File: config.mk
export PLATFORM = sky130hd
export DESIGN_NAME = result_display_driver
export DESIGN_NICKNAME = d
export VERILOG_FILES = /design/src/rtl/result_display_driver.sv
export SDC_FILE = /design/constraint.sdc
export NUM_CORES = 1
export LEC_CHECK = 0
export CAP_MARGIN = 20
export CELL_PAD_IN_SITES_DETAIL_PLACEMENT = 2
export CELL_PAD_IN_SITES_GLOBAL_PLACEMENT = 2
export CORE_MARGIN = 2
export CORE_UTILIZATION = 26
export DETAILED_ROUTE_END_ITERATION = 8
export GPL_TIMING_DRIVEN = 0
export PLACE_DENSITY = 0.69
export SYNTH_ARGS = -nofsm -noshare
export SYNTH_HDL_FRONTEND = slang
export SYNTH_SLANG_ARGS = --single-unit
File: constraint.sdc
create_clock -name clk -period 7.6 [get_ports clk]
set_input_delay 1.52 -clock clk [delete_from_list [all_inputs] [get_ports clk]]
set_output_delay 1.52 -clock clk [all_outputs]
set_load 0.05 [all_outputs]
File: src/rtl/result_display_driver.sv
// ---------------------------------------------------------------------------
// result_display_driver
//
// Reads the final result (register 15) of the register file. On a load
// strobe it captures the signed 32-bit word and converts its magnitude to
// decimal with a sequential double-dabble engine, one shift per clock. The
// converted value drives a time-multiplexed, active-low seven-segment
// display, along with sign and overflow indicators. Nothing in this block
// writes back into the datapath.
//
// Parameters
//   NUM_DIGITS   number of physical digits (1..10)
//   REFRESH_DIV  clk cycles each digit stays lit (>= 2)
//
// Ports
//   clk     in   1           system clock, all state on rising edge
//   rst_n   in   1           asynchronous active-low reset
//   result  in   32          signed result word from register-file port 15
//   load    in   1           capture request, sampled only while idle
//   busy    out  1           conversion in progress
//   seg     out  7           active-low segments, seg[6:0] = g,f,e,d,c,b,a
//   an      out  NUM_DIGITS  active-low one-hot digit enables
//   neg     out  1           displayed value is negative
//   ovf     out  1           magnitude does not fit in NUM_DIGITS digits
// ---------------------------------------------------------------------------
module result_display_driver #(
    parameter int NUM_DIGITS  = 8,
    parameter int REFRESH_DIV = 50000
) (
    input  logic                  clk,
    input  logic                  rst_n,
    input  logic [31:0]           result,
    input  logic                  load,
    output logic                  busy,
    output logic [6:0]            seg,
    output logic [NUM_DIGITS-1:0] an,
    output logic                  neg,
    output logic                  ovf
);

    localparam int IDX_W      = (NUM_DIGITS > 1) ? $clog2(NUM_DIGITS) : 1;
    localparam int CNT_W      = $clog2(REFRESH_DIV);
    localparam int BCD_DIGITS = 10;

    localparam logic [6:0] SEG_DASH  = 7'b0111111;
    localparam logic [6:0] SEG_BLANK = 7'b1111111;
    localparam logic [6:0] SEG_ZERO  = 7'b1000000;

    typedef enum logic [1:0] {
        IDLE,
        CONV,
        LATCH
    } state_t;

    state_t                 state;
    logic [31:0]            mag;
    logic                   sign;
    logic [39:0]            bcd;
    logic [4:0]             shift_cnt;
    logic [39:0]            disp_bcd;

    logic [39:0]            bcd_adj;
    logic                   ovf_calc;

    logic [39:0]            disp_view;
    logic                   ovf_view;
    logic [CNT_W-1:0]       refresh_cnt;
    logic [CNT_W-1:0]       refresh_next;
    logic [IDX_W-1:0]       scan_idx;
    logic [IDX_W-1:0]       scan_next;
    logic [3:0]             digit_val;
    logic                   higher_nz;
    logic [6:0]             seg_next;
    logic [NUM_DIGITS-1:0]  an_next;

    // Double-dabble correction: every BCD nibble of 5 or more gets 3 added
    // so the following left shift carries correctly into the next decade.
    always_comb begin
        bcd_adj = bcd;
        for (int i = 0; i < BCD_DIGITS; i++) begin
            if (bcd[4*i +: 4] >= 4'd5) begin
                bcd_adj[4*i +: 4] = bcd[4*i +: 4] + 4'd3;
            end
        end
    end

    // Overflow means some decade beyond the physical digits is nonzero.
    always_comb begin
        ovf_calc = 1'b0;
        for (int i = 0; i < BCD_DIGITS; i++) begin
            if ((i >= NUM_DIGITS) && (bcd[4*i +: 4] != 4'd0)) begin
                ovf_calc = 1'b1;
            end
        end
    end

    // Conversion FSM. The magnitude is captured unsigned, so 0x80000000
    // becomes 2147483648. After 32 shifts the BCD result is complete and the
    // LATCH state publishes it to the display registers in a single step.
    always_ff @(posedge clk or negedge rst_n) begin
        if (!rst_n) begin
            state     <= IDLE;
            mag       <= '0;
            sign      <= 1'b0;
            bcd       <= '0;
            shift_cnt <= '0;
            disp_bcd  <= '0;
            busy      <= 1'b0;
            neg       <= 1'b0;
            ovf       <= 1'b0;
        end else begin
            case (state)
                IDLE: begin
                    if (load) begin
                        mag       <= result[31] ? (~result + 32'd1) : result;
                        sign      <= result[31];
                        bcd       <= '0;
                        shift_cnt <= '0;
                        busy      <= 1'b1;
                        state     <= CONV;
                    end
                end
                CONV: begin
                    {bcd, mag} <= {bcd_adj[38:0], mag, 1'b0};
                    shift_cnt  <= shift_cnt + 5'd1;
                    if (shift_cnt == 5'd31) begin
                        state <= LATCH;
                    end
                end
                LATCH: begin
                    disp_bcd <= bcd;
                    neg      <= sign && (bcd != 40'd0);
                    ovf      <= ovf_calc;
                    busy     <= 1'b0;
                    state    <= IDLE;
                end
                default: begin
                    busy  <= 1'b0;
                    state <= IDLE;
                end
            endcase
        end
    end

    // The segment pattern is decoded from next-cycle values so that seg and
    // an are registered on the same edge as the scan index and the display
    // data. A freshly latched result therefore appears on the same edge that
    // updates neg and ovf, with no skew between enables and segments.
    always_comb begin
        disp_view = (state == LATCH) ? bcd : disp_bcd;
        ovf_view  = (state == LATCH) ? ovf_calc : ovf;

        if (refresh_cnt == CNT_W'(REFRESH_DIV - 1)) begin
            refresh_next = '0;
            if (scan_idx == IDX_W'(NUM_DIGITS - 1)) begin
                scan_next = '0;
            end else begin
                scan_next = scan_idx + 1'b1;
            end
        end else begin
            refresh_next = refresh_cnt + 1'b1;
            scan_next    = scan_idx;
        end

        digit_val = 4'd0;
        higher_nz = 1'b0;
        an_next   = '1;
        for (int j = 0; j < NUM_DIGITS; j++) begin
            if (IDX_W'(j) == scan_next) begin
                digit_val  = disp_view[4*j +: 4];
                an_next[j] = 1'b0;
            end
            if ((IDX_W'(j) >= scan_next) && (disp_view[4*j +: 4] != 4'd0)) begin
                higher_nz = 1'b1;
            end
        end

        if (ovf_view) begin
            seg_next = SEG_DASH;
        end else if ((scan_next != '0) && !higher_nz) begin
            seg_next = SEG_BLANK;
        end else begin
            case (digit_val)
                4'd0:    seg_next = 7'b1000000;
                4'd1:    seg_next = 7'b1111001;
                4'd2:    seg_next = 7'b0100100;
                4'd3:    seg_next = 7'b0110000;
                4'd4:    seg_next = 7'b0011001;
                4'd5:    seg_next = 7'b0010010;
                4'd6:    seg_next = 7'b0000010;
                4'd7:    seg_next = 7'b1111000;
                4'd8:    seg_next = 7'b0000000;
                4'd9:    seg_next = 7'b0010000;
                default: seg_next = SEG_DASH;
            endcase
        end
    end

    // Refresh counter, scan index and the registered display outputs. This
    // runs continuously, independent of the conversion FSM.
    always_ff @(posedge clk or negedge rst_n) begin
        if (!rst_n) begin
            refresh_cnt <= '0;
            scan_idx    <= '0;
            seg         <= SEG_ZERO;
            an          <= ~NUM_DIGITS'(1);
        end else begin
            refresh_cnt <= refresh_next;
            scan_idx    <= scan_next;
            seg         <= seg_next;
            an          <= an_next;
        end
    end

endmodule
# Word-level counts from Yosys, hierarchy flattened

Memories as Yosys holds them, arrays and structs flattened.
Index checks and enable logic that the tools add are counted.
W data, S select, Z words.

Reduce and logical (&&, ||, !) cells: 30
$add $sub $neg: 14
Equality and inequality tests: 14
Muxes and demuxes: 55
$lt $le $gt $ge: 18
Bitwise gates (word level): 2

Operators by type and width:

| operator                | count |
|---|---|
| $mux W32                | 3 |
| $pmux W40 S2            | 1 |
| $mux W4                 | 17 |
| $pmux W32 S2            | 1 |
| $ge A4 B3 Y1 const B    | 10 |
| $mux W40                | 1 |
| $reduce_bool A4 Y1      | 10 |
| $reduce_bool A40 Y1     | 1 |
| $add A4 B2 Y4 const B   | 9 |
| $add A32 B1 Y32 const B | 1 |
| $not A32 Y32            | 1 |
| $mux W1                 | 20 |
| $add A16 B1 Y16 const B | 1 |
| $eq A16 B16 Y1 const B  | 1 |
| $mux W16                | 1 |
| $mux W7                 | 2 |
| $eq A3 B3 Y1 const A    | 4 |
| $ge A3 B3 Y1 const A    | 4 |
| $logic_and A1 B1 Y1     | 10 |
| $pmux W5 S2             | 1 |
| $mux W3                 | 3 |
| $reduce_and A2 Y1       | 4 |
| $eq A2 B3 Y1 const A    | 2 |
| $ge A1 B3 Y1 const A    | 2 |
| 20 further kinds        | 23 |

Bits of input ports: 35
Bits in registers: 149
Memories kept: 1
Logic and storage cells: 147
Bits in read-only memories: 112

Memory list:

| name             | words | bits a word | read ports | clocked after memory_dff | wr ports | RTL line | source |
|---|---|---|---|---|---|---|---|
| (name not given) | 16    | 7           | 1          | 0                        | 0        | 183      | `case (digit_val)` |

# Longest topological paths before layout

Depth in word-level cells: 17
Gate-level depth with buffers: 15
Gate-level depth less buffers: 13

# Worst setup path before layout

OpenSTA, ideal clock, no wires.

Path type: input to register
Start point: input port result[14]
End point: register mag[29]
Path buffers: 0
Stages on the path: 7
Data arrival time: 3.400 ns
Path slack: 4.106 ns
Cells stage by stage: or4_1 or3_1 nor3_1 nand3_1 o41ai_1 xor2_1 a211oi_1

Word-level cells in the longest chain between the ends: 5

Ends and longest elaborated chain:

| element              | RTL line | source |
|---|---|---|
| from (decl)          | 32       | `input logic [31:0] result,` |
| $not A32 Y32         | 115      | `mag <= result[31] ? (~result + 32'd1) : result;` |
| $add A32 B1 Y32      | 115      |  |
| $mux W32             | 115      |  |
| $mux W32             | 114      | `if (load) begin` |
| $pmux W32 S2         | 112      | `case (state)` |
| to (signal assigned) | 115      |  |
| to (signal assigned) | 124      | `{bcd, mag} <= {bcd_adj[38:0], mag, 1'b0};` |
| to (decl)            | 56       | `logic [31:0] mag;` |

No other way between the ends. The select of a mux whose other input is x is not followed.
A chain may end at the register's enable or synchronous reset.

# Worst setup path in the final report

Start point: input port result[2]
End point: register mag[29]

The elaborated chain is that of the path after synthesis.

==> impl_metrics.ini <==
[synth]
syn_area_per_cell_um2 = 9.870
synth_area_mm2 = 0.008290
synth_warnings = 0
syn_nets = 916
async_flop_share = 1.000
yosysUniqueCellTypes = 68
yosysSeqAreaShare = 0.4510
yosys.area.top_type = dfrtp_1
ys_ff_latch = 149
synth_commonest_cells = dfrtp_1 (141), nand2_1 (61), o21ai_0 (60), a21oi_1 (48), inv_1 (46)
yosys-top-cells-area = dfrtp_1 (43%), ha_1 (6.2%), o21ai_0 (3.6%)
synth-edff-count = 0
synth_cells = 840
synth.most_common_cell = dfrtp_1
synthFlopType = dfrtp_1
netlist.area_leader.share = 0.4256

[power]
clkPwrFrac = 0.263
powerDensity_mw_per_mm2 = 328.1
intPower_w = 0.001952
p_switching_w = 0.001303
leakage_nw = 4.353
worst_ir_drop_vdd_uv = 159.8
pwr-share-comb = 0.359
switching_share = 0.4002
seqPwrFrac = 0.377

[cts]
clockBufferDepth = 2
clkTransAtPathRegs_ns = 0.07
post-cts-setup-buffers = 0
clkLatencyLatePin_ns = 0.44
root_buffer = clkbuf_16
cts_htree_levels = 4
cts_resized = 0
cts.sinks = 149
hold_buffers = 0
cts_tree = yes
cts_buffers = 17

[floorplan]
die-area_mm2 = 0.03333
initial_core_util = 0.2634
pin_count = 53
dieWidth_um = 182.6
core_area_mm2 = 0.03147
fp.dieH_um = 182.6
std_cell_rows = 65

[drt]
drt_iter0_markers = 315
routedWlPerCell_um = 19.47
vias = 6831
viasPerCell = 5.152
firstDrtPassIters = 5
detail-route-antenna-nets = 0
finalWirelength_um = 25820
drcViolationCount = 0

[sta]
period_share = 0.5221
fin_skew_ns = 0.01344
post-route-min-period_ns = 3.968
maxSlewHeadroom = 0.3430
rsz0062_at_grt = no
final-setup-viol-count = 0
finalMaxSlewViolations = 0
final-hold-violation-count = 0
hold_ws_ns = 0.4710
tightest_slew_ns = 0.9819
fmax_mhz = 252.0
layout_setup_ws_ns = 3.632
final.setup.tns_ns = 0

[cells_and_area]
n_antenna_cell = 0
area_delta_synth_final_pct = 19.63
nets = 987
drive_above_1_share = 0.08658
final_cells = 1326
fin_area_mm2 = 0.009918

[place]
postPlaceCellArea_mm2 = 0.009336
dp_hpwl_um = 18740
port_buffers = 51
dp_cells = 1294
gp_congestion = 0.8156
pre_cts_ws_ns = 3.128

[grt]
grt_max_degree = 84
grt_usage = 0.1631
grt_pass1_wl_um = 42450
grt_pass1_vias = 7464
antenna_found_initial = 0
grt_overflow_total = 0

[job]
maxCapViolCount = 0

[status]
status = complete, no violations

[setup_path]
critPathMaxFanout = 6
worstPathRequired_ns = 7.94
setup.worst_path.end_class = register
arrival_ns = 4.31
crit_type = input pin to register
start_kind = input pin

[hold_path]
min_path_type = register to register
-- power groups by stage --
stage | Combinational [W] | Clock (W) | Sequential [W]
after floorplan | 0.000775 | 0 | 0.00122
after global placement | 0.00112 | 0 | 0.00123
after detailed placement | 0.00117 | 0 | 0.00124
after CTS | 0.00119 | 0.000881 | 0.00123
after global routing | 0.00134 | 0.000909 | 0.00127
final | 0.00117 | 0.000856 | 0.00123
-- layer usage --
metal	routed length [um]	part of all wire	global-route usage
met3	719	0.028	0.02934
met5	0	0	0
met1	11850	0.46	0.2066
met2	12860	0.50	0.2858
met4	391	0.015	0.04226
-- flip-flops by register name (all words and copies together), names as in the netlist --
signal / flops
an: 8
scan_idx: 3
refresh_cnt: 16
busy: 1
neg: 1
ovf: 1
disp_bcd: 32
bcd: 40
shift_cnt: 5
sign: 1
seg: 7
mag: 32
state: 2
-- cell type report --
class                      instances  area [um2]
fill                            3468       21560
sequential                       149        3739
timing repair buffer              52       543.0
tap                              402       503.0
multi-input combinational        600        4188
inverter                          50       187.7
clock buffer                      17       425.4
buffer                            41       176.4
clock inverter                    15       156.4
-- logic make-up after synthesis --
kind of cell | Yosys count | share of synthesized area
compound gates | 265 | 0.2110
xor+xnor | 53 | 0.05599
fa+ha+maj | 41 | 0.06188
buf+inv | 91 | 0.04392
flops | 149 | 0.4510
mux | 33 | 0.04527
simple gates | 208 | 0.1310
-- placed cells by master, fill, tap and decap left out, types with 28 or more instances in the layout --
master,synthesis,final
xor2_1,28,28
nor2_1,42,42
nand2_1,61,61
clkdlybuf4s50_1,0,50
dfrtp_1,141,141
o21ai_0,60,60
ha_1,41,41
clkbuf_1,33,33
a21oi_1,48,48
inv_1,46,46
o22ai_1,41,41
-- stage by stage --
stage	total power [W]	utilization
after floorplan	0.001991	-
after global placement	0.002348	0.2956
after detailed placement	0.002412	0.2966
after CTS	0.003302	0.3151
after global routing	0.003520	0.3151
final	0.003254	0.3151
-- critical path: stages --
cell	delay [ns]
clkdlybuf4s50_1	0.49
nor4_1	0.57
nand4_1	0.39
nor3_1	0.38
nand3_1	0.21
o41ai_1	0.33
xor2_1	0.15
a211oi_1	0.26
-- final timing paths --
kind	from	endpoint	slack, ns	cells past startpoint
max	result[2]	mag[29]	3.63	8
min	refresh_cnt[0]	refresh_cnt[0]	0.47	1
max reg2reg	state[1]	seg[3]	3.81	14
min reg2reg	refresh_cnt[0]	refresh_cnt[0]	0.47	1
max in group asynchronous	rst_n	mag[29]	5.76	2
min in group asynchronous	rst_n	refresh_cnt[10]	1.02	1
Power figures use the tool's default switching activity.
